**config.mk**
```make
export PLATFORM = sky130hd
export DESIGN_NAME = sine_wave_anim_flat
export DESIGN_NICKNAME = d
export VERILOG_FILES = /design/src/rtl/sine_wave_anim_pkg.sv /design/src/rtl/sine_wave_anim_if.sv /design/src/rtl/sine_wave_anim_qsine_rom.sv /design/src/rtl/sine_wave_anim.sv /design/src/flat_wrapper.sv
export SDC_FILE = /design/constraint.sdc
export NUM_CORES = 1
export LEC_CHECK = 0
export BUFFER_PORTS_ARGS = -buffer_cell sky130_fd_sc_hd__buf_2
export CAP_MARGIN = 20
export CORE_AREA = 2 2 82 84
export DETAILED_ROUTE_END_ITERATION = 10
export DIE_AREA = 0 0 84 86
export PLACE_DENSITY_LB_ADDON = 0.25
export SYNTH_ARGS = -nofsm -noshare
export SYNTH_HDL_FRONTEND = slang
export SYNTH_HIERARCHICAL = 1
export SYNTH_SLANG_ARGS = --single-unit
```
**constraint.sdc**
```tcl
create_clock -name clk -period 4.7 [get_ports clk]
set_input_delay 0.94 -clock clk [delete_from_list [all_inputs] [get_ports clk]]
set_output_delay 0.94 -clock clk [all_outputs]
set_load 0.02 [all_outputs]
```
**src/rtl/sine_wave_anim_pkg.sv**
```systemverilog
// Shared constants for the animated sine tile layer: quarter-wave heights,
// trail palette, colour constants, mode encodings and the palette-index helper.
package sine_anim_pkg;

    localparam int H_W    = 4;
    localparam int PAL_N  = 7;

    localparam logic [H_W-1:0] H_TAB [0:15] = '{
        4'd0, 4'd1, 4'd2, 4'd3, 4'd4, 4'd5, 4'd6, 4'd7,
        4'd7, 4'd8, 4'd9, 4'd9, 4'd10, 4'd10, 4'd10, 4'd10
    };

    localparam logic [5:0] PAL [0:PAL_N-1] = '{
        6'b11_00_00, 6'b11_10_00, 6'b11_11_00, 6'b00_11_00,
        6'b00_10_11, 6'b00_00_11, 6'b10_00_11
    };

    localparam logic [5:0] WHITE = 6'b11_11_11;
    localparam logic [5:0] BLACK = 6'b00_00_00;

    typedef enum logic [1:0] {
        MODE_STATIC = 2'd0,
        MODE_SCROLL = 2'd1,
        MODE_CYCLE  = 2'd2,
        MODE_BOTH   = 2'd3
    } mode_e;

    // (dm1 + rot) mod 7 for dm1 in 0..14, rot in 0..6: at most two subtracts.
    function automatic logic [2:0] pal_idx(input logic [3:0] dm1, input logic [2:0] rot);
        logic [4:0] a;
        a = 5'(dm1) + 5'(rot);
        if (a >= 5'd14)     a = a - 5'd14;
        else if (a >= 5'd7) a = a - 5'd7;
        return a[2:0];
    endfunction

endpackage

```
**src/rtl/sine_wave_anim_if.sv**
```systemverilog
// Tile stream between the coordinate generator (master) and the sine layer (slave).
interface sine_wave_anim_if #(
    parameter int X_W = 6,
    parameter int Y_W = 5
);
    logic           in_valid;
    logic [X_W-1:0] x;
    logic [Y_W-1:0] y;
    logic           out_valid;
    logic [5:0]     sine_rgb;

    modport master (output in_valid, x, y, input out_valid, sine_rgb);
    modport slave  (input in_valid, x, y, output out_valid, sine_rgb);
endinterface

```
**src/rtl/sine_wave_anim_qsine_rom.sv**
```systemverilog
// Combinational quarter-sine height table, index -> H[index].
module qsine_rom
    import sine_anim_pkg::*;
#(
    parameter int QLEN = 16,
    parameter int IW   = $clog2(QLEN)
) (
    input  logic [IW-1:0]  i,
    output logic [H_W-1:0] h
);
    assign h = H_TAB[i];
endmodule

```
**src/rtl/sine_wave_anim.sv**
```systemverilog
// Animated sine tile layer: per-frame scroll/palette state plus a fixed
// two-stage pixel pipeline (curve row lookup, then distance -> colour).
module sine_wave_anim
    import sine_anim_pkg::*;
#(
    parameter int X_W       = 6,
    parameter int Y_W       = 5,
    parameter int QLEN      = 16,
    parameter int CENTRE    = 11,
    parameter int TRAIL_LEN = 7,
    parameter int SPEED_W   = 3
) (
    input  logic               clk,
    input  logic               rst_n,
    input  logic               ena,
    input  logic               frame_tick,
    input  logic [1:0]         mode,
    input  logic [SPEED_W-1:0] speed,
    input  logic [1:0]         amp_shift,
    sine_wave_anim_if.slave    tile,
    output logic [X_W-1:0]     phase
);
    localparam int IW = X_W - 2;
    localparam int RW = Y_W + 1;

    logic [X_W-1:0] phase_q, phase_d;
    logic [2:0]     pal_rot_q, pal_rot_d;
    logic           v1_q, v1_d;
    logic [RW-1:0]  row1_q, row1_d;
    logic [Y_W-1:0] y1_q, y1_d;
    logic [2:0]     rot1_q, rot1_d;
    logic           out_valid_q, out_valid_d;
    logic [5:0]     rgb_q, rgb_d;

    logic [X_W-1:0] c;
    logic [1:0]     q;
    logic [IW-1:0]  rom_i;
    logic [H_W-1:0] hq, hs;
    logic [RW-1:0]  y_ext, d;

    assign c     = tile.x + phase_q;
    assign q     = c[X_W-1:X_W-2];
    assign rom_i = q[0] ? (IW'(QLEN - 1) - c[IW-1:0]) : c[IW-1:0];

    qsine_rom #(.QLEN(QLEN), .IW(IW)) u_rom (.i(rom_i), .h(hq));

    assign hs    = hq >> amp_shift;
    assign y_ext = {1'b0, y1_q};
    assign d     = (y_ext >= row1_q) ? (y_ext - row1_q) : (row1_q - y_ext);

    always_comb begin
        phase_d   = phase_q;
        pal_rot_d = pal_rot_q;
        if (frame_tick && ena) begin
            if (mode[0]) phase_d = phase_q + X_W'(speed);
            if (mode[1]) pal_rot_d = (pal_rot_q == 3'd6) ? 3'd0 : pal_rot_q + 3'd1;
        end

        // Stage 1 sees the pre-update phase, so a coincident frame_tick affects the next tile.
        v1_d   = tile.in_valid && ena;
        row1_d = q[1] ? (RW'(CENTRE) + RW'(hs)) : (RW'(CENTRE) - RW'(hs));
        y1_d   = tile.y;
        rot1_d = pal_rot_q;

        out_valid_d = v1_q && ena;
        rgb_d       = BLACK;
        if (out_valid_d) begin
            if (d == '0)                   rgb_d = WHITE;
            else if (d <= RW'(TRAIL_LEN))  rgb_d = PAL[pal_idx(4'(d - RW'(1)), rot1_q)];
        end
    end

    always_ff @(posedge clk or negedge rst_n) begin
        if (!rst_n) begin
            phase_q     <= '0;
            pal_rot_q   <= '0;
            v1_q        <= 1'b0;
            row1_q      <= '0;
            y1_q        <= '0;
            rot1_q      <= '0;
            out_valid_q <= 1'b0;
            rgb_q       <= BLACK;
        end else begin
            phase_q     <= phase_d;
            pal_rot_q   <= pal_rot_d;
            v1_q        <= v1_d;
            row1_q      <= row1_d;
            y1_q        <= y1_d;
            rot1_q      <= rot1_d;
            out_valid_q <= out_valid_d;
            rgb_q       <= rgb_d;
        end
    end

    assign tile.out_valid = out_valid_q;
    assign tile.sine_rgb  = rgb_q;
    assign phase          = phase_q;
endmodule
```
**src/flat_wrapper.sv**
```systemverilog
// flat-port wrapper written by rule: the top's interface ports become plain ports
module sine_wave_anim_flat import sine_anim_pkg::*;
#(
    parameter int X_W       = 6,
    parameter int Y_W       = 5,
    parameter int QLEN      = 16,
    parameter int CENTRE    = 11,
    parameter int TRAIL_LEN = 7,
    parameter int SPEED_W   = 3
)
  (clk, rst_n, ena, frame_tick, mode, speed, amp_shift, phase, tile_in_valid, tile_x, tile_y, tile_out_valid, tile_sine_rgb);
  sine_wave_anim_if #(.X_W(X_W), .Y_W(Y_W)) tile_i ();
  input  logic clk;
  input  logic rst_n;
  input  logic ena;
  input  logic frame_tick;
  input  logic [1:0] mode;
  input  logic [SPEED_W-1:0] speed;
  input  logic [1:0] amp_shift;
  output logic [X_W-1:0] phase;
  input wire logic [$bits(tile_i.in_valid)-1:0] tile_in_valid;
  input wire logic [$bits(tile_i.x)-1:0] tile_x;
  input wire logic [$bits(tile_i.y)-1:0] tile_y;
  output wire logic [$bits(tile_i.out_valid)-1:0] tile_out_valid;
  output wire logic [$bits(tile_i.sine_rgb)-1:0] tile_sine_rgb;
  assign tile_i.in_valid = tile_in_valid;
  assign tile_i.x = tile_x;
  assign tile_i.y = tile_y;
  assign tile_out_valid = tile_i.out_valid;
  assign tile_sine_rgb = tile_i.sine_rgb;
  sine_wave_anim #(.X_W(X_W), .Y_W(Y_W), .QLEN(QLEN), .CENTRE(CENTRE), .TRAIL_LEN(TRAIL_LEN), .SPEED_W(SPEED_W)) u_core (.clk(clk), .rst_n(rst_n), .ena(ena), .frame_tick(frame_tick), .mode(mode), .speed(speed), .amp_shift(amp_shift), .tile(tile_i), .phase(phase));
endmodule
```
== After elaboration in Yosys (flattened, before gate mapping) ==
Memory sizes are Yosys's and may differ from the RTL's.
Index checks and enable logic that the tools add are counted.
W data, S select, Z words.

* Register bits: 31
* ROM bits: 112
* Output and inout bits: 13
* Memories kept: 2

{| class="wikitable"
|+ Memories
! name !! depth !! width !! read ports !! clocked after Yosys merged registers in !! wr ports !! line !! RTL
|-
| (name not given) || 16 || 4 || 1 || 0 || 0 || sine_wave_anim_qsine_rom.sv:11 || <nowiki>assign h = H_TAB[i];</nowiki>
|-
| (name not given) || 8 || 6 || 1 || 0 || 0 || sine_wave_anim.sv:69 || <nowiki>else if (d <= RW'(TRAIL_LEN)) rgb_d = PAL[pal_idx(4'(d - RW'(1)), rot1_q)];</nowiki>
|}

* Add/sub/neg operators: 12
* Order comparisons: 6
* Eq/ne operators: 1
* Shift-type cells: 1
* Multiplexer cells: 16
* Bitwise operators: 2
* Reductions and logical operators: 6

{| class="wikitable"
|+ Operators with widths
! cell !! number
|-
| $mux W6 || 7
|-
| $mux W3 || 6
|-
| $mux W4 || 3
|-
| $add A6 B3 Y6 || 1
|-
| $add A6 B6 Y6 || 1
|-
| $ge A5 B6 Y1 || 1
|-
| $le A6 B3 Y1 const B || 1
|-
| $logic_not A6 Y1 || 1
|-
| $sub A3 B3 Y3 const B || 2
|-
| $sub A5 B6 Y6 || 1
|-
| $sub A6 B5 Y6 || 1
|-
| $add A4 B3 Y5 || 1
|-
| $add A4 B4 Y5 const A || 1
|-
| $ge A5 B3 Y1 const B || 1
|-
| $ge A5 B4 Y1 const B || 1
|-
| $ge A5 B5 Y1 const B || 1
|-
| $not A4 Y5 || 1
|-
| $sub A4 B4 Y5 const A || 1
|-
| $ge A4 B4 Y1 const B || 1
|-
| $not A3 Y4 || 1
|-
| $reduce_and A2 Y1 || 2
|-
| $shr A4 B2 Y4 || 1
|-
| $sub A4 B1 Y4 const B || 1
|-
| $sub A4 B4 Y4 const A || 1
|-
| other kinds (3) || 5
|}

== Longest topological paths before layout ==
Gate-level depths: netlist (run 1).

* Depth after elaboration: 17
* Mapped depth: 22
* Gate-level depth less buffers: 22

== By module ==
The synthesis (run 1) kept the hierarchy.

{| class="wikitable"
|+ By module, submodules not included
! module !! times used !! cells each !! area an instance (um2) !! sequential area each (um2)
|-
| sine_wave_anim || 1 || 251 || 2391.0 || 750.7
|-
| qsine_rom || 1 || 9 || 62.6 || 0.0
|}

== Worst setup path before layout (run 1) ==
Ideal clock, no wire load.

* Kind: register to register
* Start point: register u_core.y1_q[0]
* End point: register u_core.rgb_q[5], in the netlist u_core/tile.sine_rgb[5]
* Data arrival time: 4179 ps
* Data required time: 4621 ps
* Slack: 442 ps
* Stages on the path, launching flop included: 22
* Path buffers: 0
* Path through: dfrtp_1 inv_1 ha_1 inv_1 fa_1 a21oi_2 o221ai_4 mux2i_2 xnor2_1 inv_1 fa_1 xor2_1 inv_1 ha_1 a21oi_1 o21ai_0 nor3b_1 a211o_1 o21ai_1 o22a_4 o31a_1 a21oi_1

* Word-level cells in the longest chain between the ends: 17
* Elaborated cells on any way between the ends: 24
* Those cells by class: add/sub (6); order compare (4); mux (11); bitwise (1); reduce/logical (1); memory (1)

{| class="wikitable"
|+ RTL lines
! element !! line !! RTL
|-
| start, declared || sine_wave_anim.sv:30 || <nowiki>logic [Y_W-1:0] y1_q, y1_d;</nowiki>
|-
| start signal, assigned || sine_wave_anim.sv:88 || <nowiki>y1_q <= y1_d;</nowiki>
|-
| $sub A6 B5 Y6 (tied with other cells) || sine_wave_anim.sv:49 || <nowiki>assign d = (y_ext >= row1_q) ? (y_ext - row1_q) : (row1_q - y_ext);</nowiki>
|-
| $mux W6 * || sine_wave_anim.sv:49 ||
|-
| $sub A4 B1 Y4 || sine_wave_anim.sv:69 ||
|-
| $add A4 B3 Y5 || sine_wave_anim_pkg.sv:31 || <nowiki>a = 5'(dm1) + 5'(rot);</nowiki>
|-
| $ge A5 B3 Y1 / $sub A3 B3 Y3 (equally long branches) || sine_wave_anim_pkg.sv:33 || <nowiki>else if (a >= 5'd7) a = a - 5'd7;</nowiki>
|-
| $mux W3 || sine_wave_anim_pkg.sv:33 ||
|-
| $mux W3 || sine_wave_anim_pkg.sv:32 || <nowiki>if (a >= 5'd14) a = a - 5'd14;</nowiki>
|-
| $mux W3 || sine_wave_anim.sv:69 ||
|-
| $mux W3 || sine_wave_anim.sv:68 || <nowiki>if (d == '0) rgb_d = WHITE;</nowiki>
|-
| $mux W3 || sine_wave_anim.sv:67 || <nowiki>if (out_valid_d) begin</nowiki>
|-
| $not A3 Y4 (implied by the code) || sine_wave_anim.sv:69 ||
|-
| $mem_v2 Z8 W6 || - ||
|-
| $mux W6 (implied by the code) (2 in a row) || sine_wave_anim.sv:69 ||
|-
| $mux W6 || sine_wave_anim.sv:69 ||
|-
| $mux W6 * || sine_wave_anim.sv:68 ||
|-
| $mux W6 * || sine_wave_anim.sv:67 ||
|-
| net u_core.rgb_d[5] || sine_wave_anim.sv:33 || <nowiki>logic [5:0] rgb_q, rgb_d;</nowiki>
|-
| end signal, assigned || sine_wave_anim.sv:91 || <nowiki>rgb_q <= rgb_d;</nowiki>
|-
| end, declared || sine_wave_anim.sv:33 ||
|}

Mark *: on every way through the listed nets, which the timed path passes. The rest lies on a longest branch. The select of a mux whose other input is x is not followed.
A chain may end at the register's enable or synchronous reset.

== Final worst setup path (run 1) ==
* Start point: register u_core.row1_q[0]
* End point: register u_core.rgb_q[5], in the netlist u_core/tile.sine_rgb[5]

* Word-level cells in the longest chain between the ends: 17
* Elaborated cells on any way between the ends: 24
* Those cells by class: add/sub (6); order compare (4); mux (11); bitwise (1); reduce/logical (1); memory (1)

{| class="wikitable"
|+ RTL lines
! element !! line !! RTL
|-
| start, declared || sine_wave_anim.sv:29 || <nowiki>logic [RW-1:0] row1_q, row1_d;</nowiki>
|-
| start signal, assigned || sine_wave_anim.sv:87 || <nowiki>row1_q <= row1_d;</nowiki>
|-
| $sub A6 B5 Y6 (tied with other cells) || sine_wave_anim.sv:49 ||
|-
| $mux W6 * || sine_wave_anim.sv:49 ||
|-
| $sub A4 B1 Y4 || sine_wave_anim.sv:69 ||
|-
| $add A4 B3 Y5 || sine_wave_anim_pkg.sv:31 ||
|-
| $ge A5 B3 Y1 / $sub A3 B3 Y3 (equally long branches) || sine_wave_anim_pkg.sv:33 ||
|-
| $mux W3 || sine_wave_anim_pkg.sv:33 ||
|-
| $mux W3 || sine_wave_anim_pkg.sv:32 ||
|-
| $mux W3 || sine_wave_anim.sv:69 ||
|-
| $mux W3 || sine_wave_anim.sv:68 ||
|-
| $mux W3 || sine_wave_anim.sv:67 ||
|-
| $not A3 Y4 (implied by the code) || sine_wave_anim.sv:69 ||
|-
| $mem_v2 Z8 W6 || - ||
|-
| $mux W6 (implied by the code) (2 in a row) || sine_wave_anim.sv:69 ||
|-
| $mux W6 || sine_wave_anim.sv:69 ||
|-
| $mux W6 * || sine_wave_anim.sv:68 ||
|-
| $mux W6 * || sine_wave_anim.sv:67 ||
|-
| net u_core.rgb_d[5] || sine_wave_anim.sv:33 ||
|}

Marked as above.

==> impl_metrics.yaml, run 1 <==
worst_setup_path:
  cp_slowest_cell: "fa_2"
  crit_fanout: 6
  critPathCaptureType: "flip-flop"
  cp-start-kind: "flip-flop"
  r2r_slack_ns: 0.23
  worstPathRequired_ns: 4.91
  arrival_ns: 4.68
  reg2regPathDepth: 18
  critPathMaxStageDelay_ns: 0.61
  r2r_start: "u_core/row1_q[0]"
  cpMostUsedCell: "inv_1"
  reg2reg_to: "u_core/tile.sine_rgb[5]"
  cp_cell_sequence: "inv_1 > ha_1 > a21oi_2 > o221ai_4 > mux2i_4 > xnor2_2 > inv_1 > fa_2 > inv_1 > ha_1 > a21oi_1 > o21ai_0 > nor3_1 > a211o_1 > o21ai_1 > o22a_4 > o31a_1 > a21oi_1"
  timing_worst_setup_path_type: "reg2reg"
sta:
  finalClockSkew_ns: 0.0112
  period_minus_slack_ns: 4.47
  hold_violations: 0
  setup-violations-final: 0
  slew_headroom: 0.555
  period_share: 0.951
  worst_slew_pin_slew_ns: 0.668
  final_max_slew_viol_count: 0
  max_freq_mhz: 224
synth:
  synth_fp_nets: 315
  yosysUniqueCellTypes: 54
  async_flop_share: 1.00
  yosys.area.top_type: "dfrtp_1"
  syn_area_um2: 2450
  ys_warn_count: 6
  syn-mean-instance-area_um2: 9.44
  netlist_instances: 260
  synth_edf_count: 0
  synth.area.top_cells: "dfrtp_1, ha_1, inv_1"
  ys_seq_elements: 30
  seq_area_frac_synth: 0.306
  synth-main-ff-cell: "dfrtp_1"
  synth_top_area_share: 0.306
placement:
  dp_hpwl_um: 3690
  gp_congestion: 0.822
  place_inst: 370
  io_buffer_count: 35
  placed_area_um2: 2710
floorplan:
  core_um2: 6280
  ioPinCount: 36
  die_y_um: 86
  start_util: 0.391
  die-area_um2: 7220
  die_x_um: 84
  rows: 29
grt:
  grt_max_degree: 31
  grt_use_total: 0.139
  grt_first_pass_wirelength_um: 8180
  grt.overflow.total: 0
  grt_pass1_vias: 1902
  antenna_found_initial: 0
worst_hold_path:
  hold-path-cell-count: 0
  hold_start: "u_core/pal_rot_q[2]"
  hp-class: "reg2reg"
  hold_end: "u_core/rot1_q[2]"
final_layout:
  area_growth_pct: 18.1
  antenna_cells: 0
  stdcell_count: 382
  nets: 360
  drive_above_1_share: 0.243
  stdcell_area_um2: 2900
drt:
  drtIter0Drc: 95
  antenna_left: 0
  wire_per_inst_um: 12.2
  viasPerCell: 5.07
  first_pass_iters: 4
  vias: 1936
  drc_errors: 0
  wl_um: 4660
clock_network:
  numCtsBuffers: 5
  cts_tree: "done"
  clock_path_buffers: 2
  postCtsHoldBufs: 0
  root_buffer: "clkbuf_8"
  cts_max_level: 2
  clock_sinks: 30
  clk_latency_ns: 0.28
  path_clk_slew_ns: 0.07
run_status:
  outcome: "complete, no violations"
flow_run:
  drv_cap: 0
-- cells in the final DEF, fill, tap and decap left out, types with 6 or more instances in the layout --
cell type,count
inv_1,33
a21o_1,6
dfrtp_1,30
nor2b_1,7
mux2_2,6
buf_4,6
clkbuf_8,6
o21ai_0,16
ha_1,27
buf_2,35
a21oi_1,19
nor2_1,16
xor2_1,7
nand2_1,14
nand2b_1,6
xnor2_1,9
-- layer usage --
metal  global-route usage  up-vias  routed length (um)
met3               0.0289        6                 167
met1                0.175      911                2230
li1                     -      981                   -
met5                    0        -                   0
met2                0.241       38                2200
met4               0.0440        0                  62
-- sequential cells by signal, summed over array words and instances, names as in the netlist --
signal                 flops
u_core/phase               6
u_core/y1_q                5
u_core/pal_rot_q           3
u_core/v1_q                1
u_core/row1_q              6
u_core/tile.out_valid      1
u_core/rot1_q              3
u_core/tile.sine_rgb       5
-- critical path, delay by kind of cell, from the launching register on --
kind	cells	cell delay, ns
simple gates	1	0.28
buf+inv	3	0.23
xor+xnor	1	0.16
flops	1	0.35
compound gates	9	1.74
fa+ha+maj	3	1.29
mux	1	0.36
-- how the worst max path moves through the flow --
stage | start | endpoint | slack, ns | cells past startpoint
floorplan | u_core/y1_q[0] | u_core/tile.sine_rgb[5] | 0.44 | 21
global placement | u_core/y1_q[0] | u_core/tile.sine_rgb[5] | 0.18 | 21
detailed placement | u_core/y1_q[0] | u_core/tile.sine_rgb[5] | 0.02 | 21
CTS | u_core/y1_q[0] | u_core/tile.sine_rgb[5] | 0.01 | 21
global route | u_core/row1_q[0] | u_core/tile.sine_rgb[5] | -0.001 | 18
finish | u_core/row1_q[0] | u_core/tile.sine_rgb[5] | 0.23 | 18
-- Yosys cell counts (all sizes together) (2+ instances only) --
| cell type | instances |
|---|---|
| inv | 33 |
| dfrtp | 30 |
| ha | 27 |
| a21oi | 21 |
| o21ai | 17 |
| nor2 | 16 |
| nand2 | 14 |
| xnor2 | 11 |
| xor2 | 8 |
| a21o | 7 |
| nor2b | 7 |
| mux2 | 6 |
| nand2b | 6 |
| and2 | 5 |
| fa | 5 |
| mux2i | 5 |
| a31oi | 4 |
| nand4 | 4 |
| nor3 | 4 |
| a211o | 2 |
| a22oi | 2 |
| buf | 2 |
| nand3 | 2 |
| nand4b | 2 |
| o21bai | 2 |
| o22a | 2 |
-- through the flow --
stage | TNS (ns) | worst slack, ns | utilization | hold WS, ns
global route | -0.00117 | -0.00117 | 0.462 | 0.477
CTS | 0 | 0.0149 | 0.450 | 0.447
floorplan | 0 | 0.442 | - | 0.409
global placement | 0 | 0.178 | 0.432 | 0.432
detailed placement | 0 | 0.0188 | 0.432 | 0.433
finish | 0 | 0.229 | 0.462 | 0.445
-- cells by family after synthesis --
logic type,count (synthesis),share of synthesized area
XOR/XNOR,19,0.0709
AND/OR/NAND/NOR,65,0.151
flip-flops,30,0.306
buffers and inverters,36,0.0581
adder cells (fa/ha/maj),32,0.178
AO/OA/AOI/OAI,67,0.186
multiplexers,11,0.0495
-- what timing repair did --
action / in CTS / in global routing
setup buffers: 0 / 5
endpoints found under the setup margin: 0 / 5
gates resized for setup: 0 / 6
-- layout make-up --
cell class | count | area, um^2
Timing Repair Buffer | 41 | 220
Clock buffer | 6 | 82.6
Multi-Input combinational cell | 194 | 1590
Inverter | 33 | 124
Fill cell | 604 | 3380
Tap cell | 77 | 96.3
Clock inverter | 1 | 30.0
Sequential cell | 30 | 751
Power of run 1 is not shown: default switching activity piles up to over one toggle a cycle in this logic, so the estimate is an artifact.
==> inputs of run 2 (changes only) <==
--- a/config.mk
+++ b/config.mk
@@ -5,12 +5,14 @@
 export SDC_FILE = /design/constraint.sdc
 export NUM_CORES = 1
 export LEC_CHECK = 0
+export ABC_AREA = 0
 export BUFFER_PORTS_ARGS = -buffer_cell sky130_fd_sc_hd__buf_2
 export CAP_MARGIN = 20
 export CORE_AREA = 2 2 82 84
 export DETAILED_ROUTE_END_ITERATION = 10
 export DIE_AREA = 0 0 84 86
 export PLACE_DENSITY_LB_ADDON = 0.25
+export REMOVE_ABC_BUFFERS = 1
 export SYNTH_ARGS = -nofsm -noshare
 export SYNTH_HDL_FRONTEND = slang
 export SYNTH_HIERARCHICAL = 1
==> impl_metrics.yaml, run 2 (synthesis gave the netlist of run 1 again) <==
run_status:
  outcome: "complete, no violations"
floorplan:
  ioPinCount: 36
  die_y_um: 86
  core_um2: 6280
  die-area_um2: 7220
  start_util: 0.391
  die_x_um: 84
  rows: 29
worst_setup_path:
  worstPathRequired_ns: 4.90
  critPathCaptureType: "flip-flop"
  reg2reg_to: "u_core/tile.sine_rgb[5]"
  crit_fanout: 6
  cp-start-kind: "flip-flop"
  r2r_start: "u_core/y1_q[0]"
  timing_worst_setup_path_type: "reg2reg"
  reg2regPathDepth: 20
  arrival_ns: 4.69
  r2r_slack_ns: 0.22
placement:
  gp_congestion: 0.772
  post-place-ws_ns: -0.0248
  io_buffer_count: 35
  dp_hpwl_um: 3770
final_layout:
  area_growth_pct: 18.0
  drive_above_1_share: 0.248
  post-route-util: 0.461
  antenna_cells: 0
  layout_common_cells: "buf_2, inv_1, dfrtp_1, ha_1, a21oi_1"
  nets: 360
  final_common_cell: "buf_2"
  n_fill_cell: 603
drt:
  vias: 1938
  first_pass_iters: 4
  drc_errors: 0
  viasPerCell: 5.06
  wl_um: 4780
  wire_per_inst_um: 12.5
  antenna_left: 0
  drtIter0Drc: 67
sta:
  slew_headroom: 0.556
  setup_ws_ns: 0.216
  finalClockSkew_ns: 0.0120
  period_minus_slack_ns: 4.48
  setup-violations-final: 0
  final_max_slew_viol_count: 0
  worst_slew_pin_slew_ns: 0.666
  hold_violations: 0
  max_freq_mhz: 223
  period_share: 0.954
clock_network:
  root_buffer: "clkbuf_8"
  clk_latency_ns: 0.28
  path_clk_slew_ns: 0.07
  cts_tree: "done"
  clock_path_buffers: 2
  cts_max_level: 2
  numCtsBuffers: 5
  clock_sinks: 30
  postCtsHoldBufs: 0
grt:
  grt_max_degree: 31
  antenna_found_initial: 0
  grt_first_pass_wirelength_um: 8110
  grt_use_total: 0.140
  grt_pass1_vias: 1819
  grt.overflow.total: 0
worst_hold_path:
  hp-class: "reg2reg"
  hold-path-cell-count: 0
  hold_end: "u_core/rot1_q[2]"
  hold_start: "u_core/pal_rot_q[2]"
flow_run:
  drv_cap: 0
-- run 2: layout make-up --
cell class / instances / area (um^2) / share of cell area
clock buffer: 6 / 82.6 / 0.0285
multi-input combinational: 194 / 1610 / 0.556
tap: 77 / 96.3 / 0.0333
clock inverter: 2 / 12.5 / 0.00432
inverter: 33 / 124 / 0.0428
timing repair buffer: 41 / 220 / 0.0761
sequential: 30 / 751 / 0.259
-- run 2: repair_timing --
| action | CTS | global route |
|---|---|---|
| setup endpoints to repair | 1 | 5 |
| setup buffers | 0 | 4 |
| pin swaps | 0 | 5 |
| resized for setup | 1 | 6 |
| gates cloned | 0 | 0 |
-- run 2: critical path, cell delays in order (launching register included) --
cell      delay (ns)
dfrtp_1         0.37
inv_1           0.05
ha_1            0.15
inv_1           0.05
fa_1            0.42
a21oi_2         0.21
o221ai_4        0.18
mux2i_4         0.24
xnor2_2         0.16
inv_1           0.07
fa_2            0.59
inv_1           0.10
ha_1            0.23
a21oi_2         0.16
o21ai_0         0.15
nor3_1          0.26
a211o_1         0.21
o21ai_1         0.10
o22a_4          0.24
o31a_1          0.31
a21oi_1         0.15
-- run 2: metal layers --
metal  vias to the layer above  GRT usage  part of all wire
li1                        980          -                 -
met3                         6     0.0279             0.037
met1                       915      0.164              0.45
met5                         -          0                 0
met4                         0     0.0528             0.013
met2                        37      0.252              0.50
-- run 2: stage by stage --
step	area, um^2	instances	setup TNS (ns)	hold slack, ns
2_1_floorplan	2430	257	0	0.409
3_3_place_gp	2720	371	0	0.428
3_5_place_dp	2720	371	-0.0248	0.446
4_1_cts	2830	379	0	0.463
5_1_grt	2890	383	-0.0476	0.478
6_report	2890	383	0	0.461
-- run 2: worst max-delay path by stage --
stage	startpoint	to	depth (start not counted)
after floorplan	u_core/y1_q[0]	u_core/tile.sine_rgb[5]	21
after global placement	u_core/y1_q[0]	u_core/tile.sine_rgb[5]	21
after detailed placement	u_core/y1_q[0]	u_core/tile.sine_rgb[5]	21
after CTS	u_core/y1_q[0]	u_core/tile.sine_rgb[5]	21
after global routing	u_core/y1_q[0]	u_core/tile.sine_rgb[5]	20
final	u_core/y1_q[0]	u_core/tile.sine_rgb[5]	20
Power of run 2 is left out for the same reason.
==> inputs of run 3 (changes only) <==
--- a/config.mk
+++ b/config.mk
@@ -5,12 +5,12 @@
 export SDC_FILE = /design/constraint.sdc
 export NUM_CORES = 1
 export LEC_CHECK = 0
-export ABC_AREA = 0
+export ABC_AREA = 1
 export BUFFER_PORTS_ARGS = -buffer_cell sky130_fd_sc_hd__buf_2
 export CAP_MARGIN = 20
-export CORE_AREA = 2 2 82 84
+export CORE_AREA = 2 2 85 87
 export DETAILED_ROUTE_END_ITERATION = 10
-export DIE_AREA = 0 0 84 86
+export DIE_AREA = 0 0 87 89
 export PLACE_DENSITY_LB_ADDON = 0.25
 export REMOVE_ABC_BUFFERS = 1
 export SYNTH_ARGS = -nofsm -noshare
==> impl_metrics.yaml, run 3 <==
synth:
  ys_warn_count: 6
  async_flop_share: 1.00
  ys_seq_elements: 30
  synth.area.top_cells: "dfrtp_1, ha_1, nand2_1"
  synth-main-ff-cell: "dfrtp_1"
  syn-mean-instance-area_um2: 7.73
  netlist_instances: 341
  synth_top_area_share: 0.285
  syn_area_um2: 2640
  yosysUniqueCellTypes: 31
  yosys.area.top_type: "dfrtp_1"
  seq_area_frac_synth: 0.285
  post-synth-top-count-cell: "nand2_1"
  synthTopCellsByCount: "nand2_1, inv_1, dfrtp_1"
  synth_edf_count: 0
sta:
  setup-violations-final: 0
  final_max_slew_viol_count: 0
  fin_setup_tns_ns: 0
  worst_slew_pin_slew_ns: 0.633
  finalClockSkew_ns: 0.00251
  period_share: 0.846
  rsz0062_at_grt: "false"
  hold_violations: 0
  period_minus_slack_ns: 3.97
  max_freq_mhz: 252
  slew_headroom: 0.578
floorplan:
  core_um2: 6720
  start_util: 0.393
  ioPinCount: 36
  rows: 30
  die-area_um2: 7740
  die_x_um: 87
  die_y_um: 89
clock_network:
  clock_sinks: 30
  cts_max_level: 2
  cts_tree: "done"
  clk_latency_ns: 0.28
  postCtsHoldBufs: 0
  cts_resized: 0
  root_buffer: "clkbuf_8"
  post-cts-setup-buffers: 0
  path_clk_slew_ns: 0.07
  numCtsBuffers: 5
  clock_path_buffers: 2
grt:
  grt_pass1_vias: 1990
  grt_max_degree: 31
  grt_use_total: 0.135
  grt.overflow.total: 0
  grt_first_pass_wirelength_um: 8360
  antenna_found_initial: 0
drt:
  drtIter0Drc: 69
  vias: 2131
  viasPerCell: 4.61
  wl_um: 4800
  first_pass_iters: 4
  wire_per_inst_um: 10.4
  antenna_left: 0
  drc_errors: 0
worst_setup_path:
  worstPathRequired_ns: 4.87
  cp-startpoint: "u_core/y1_q[0]"
  timing_worst_setup_path_type: "reg2reg"
  reg2reg_to: "u_core/tile.sine_rgb[5]"
  cpMostUsedCell: "nand2_1"
  cp_slowest_cell: "fa_1"
  r2r_start: "u_core/y1_q[0]"
  cp-start-kind: "flip-flop"
  crit_fanout: 7
  r2r_slack_ns: 0.73
  critPathMaxStageDelay_ns: 0.42
  critPathCaptureType: "flip-flop"
  reg2regPathDepth: 32
  arrival_ns: 4.15
final_layout:
  drive_above_1_share: 0.212
  n_fill_cell: 670
  final_common_cell: "nand2_1"
  area_growth_pct: 13.6
  layout_common_cells: "nand2_1, inv_1, buf_2, dfrtp_1, ha_1"
  antenna_cells: 0
  nets: 436
worst_hold_path:
  hold_start: "u_core/pal_rot_q[0]"
  hold-path-cell-count: 0
  hold_end: "u_core/rot1_q[0]"
  hp-class: "reg2reg"
placement:
  io_buffer_count: 35
  dp_hpwl_um: 4020
  gp_congestion: 0.896
flow_run:
  drv_cap: 0
run_status:
  outcome: "complete, no violations"
[run 3: changes by cell type after synthesis, sizes merged, moves of 6 or more]
cell and delta:
inv +36, a21oi -6, a21o -7, nor2b -7, nand2 +80, nor2 +7, nand3 +23, nand2b -6
[run 3: through the flow]
| stage | hold slack (ns) | utilization | instances | worst slack (ns) | area, um^2 |
|---|---|---|---|---|---|
| detailed placement | 0.395 | 0.432 | 454 | 0.743 | 2900 |
| global placement | 0.390 | 0.432 | 454 | 0.846 | 2900 |
| CTS | 0.408 | 0.446 | 462 | 0.730 | 3000 |
| floorplan | 0.375 | - | 339 | 1.08 | 2630 |
| finish | 0.407 | 0.446 | 462 | 0.725 | 3000 |
| global route | 0.442 | 0.446 | 462 | 0.292 | 3000 |
[run 3: layout make-up]
type / instances / area (um^2) / share of cell area
timing repair buffer: 35 / 175 / 0.0585
inverter: 69 / 262 / 0.0873
sequential: 30 / 751 / 0.251
multi-input combinational: 240 / 1610 / 0.538
clock inverter: 2 / 12.5 / 0.00418
tap: 80 / 100 / 0.0334
clock buffer: 6 / 82.6 / 0.0276
[run 3: worst max path at each step]
stage,endpoint,slack (ns),cells past startpoint
after global placement,u_core/row1_q[3],0.85,16
after detailed placement,u_core/tile.sine_rgb[5],0.74,32
final,u_core/tile.sine_rgb[5],0.73,32
after floorplan,u_core/tile.sine_rgb[5],1.08,32
after CTS,u_core/tile.sine_rgb[5],0.73,32
after global routing,u_core/tile.sine_rgb[5],0.29,32
[run 3: worst max-delay path, delay by kind of cell, from the launching register on]
family | cells | cell delay [ns]
AOI/OAI and AO/OA | 1 | 0.14
and+or+nand+nor | 18 | 1.30
buffers and inverters | 8 | 0.46
adders and majority gates | 4 | 1.21
xor gates and xnor gates | 1 | 0.35
DFF | 1 | 0.38
[run 3: per-layer routing]
metal	wire [um]	global-route usage	up-vias
met4	55	0.0511	0
met1	2270	0.169	947
li1	-	-	1141
met5	0	0	-
met2	2310	0.235	39
met3	167	0.0222	4
[run 3: kinds of logic after synthesis]
kind of cell,count (synthesis),synth area share
compound gates,36,0.0745
fa+ha+maj,32,0.166
buf+inv,71,0.104
mux,2,0.00854
simple gates,150,0.296
flops,30,0.285
xor+xnor,20,0.0664
Power of run 3 is left out for the same reason.
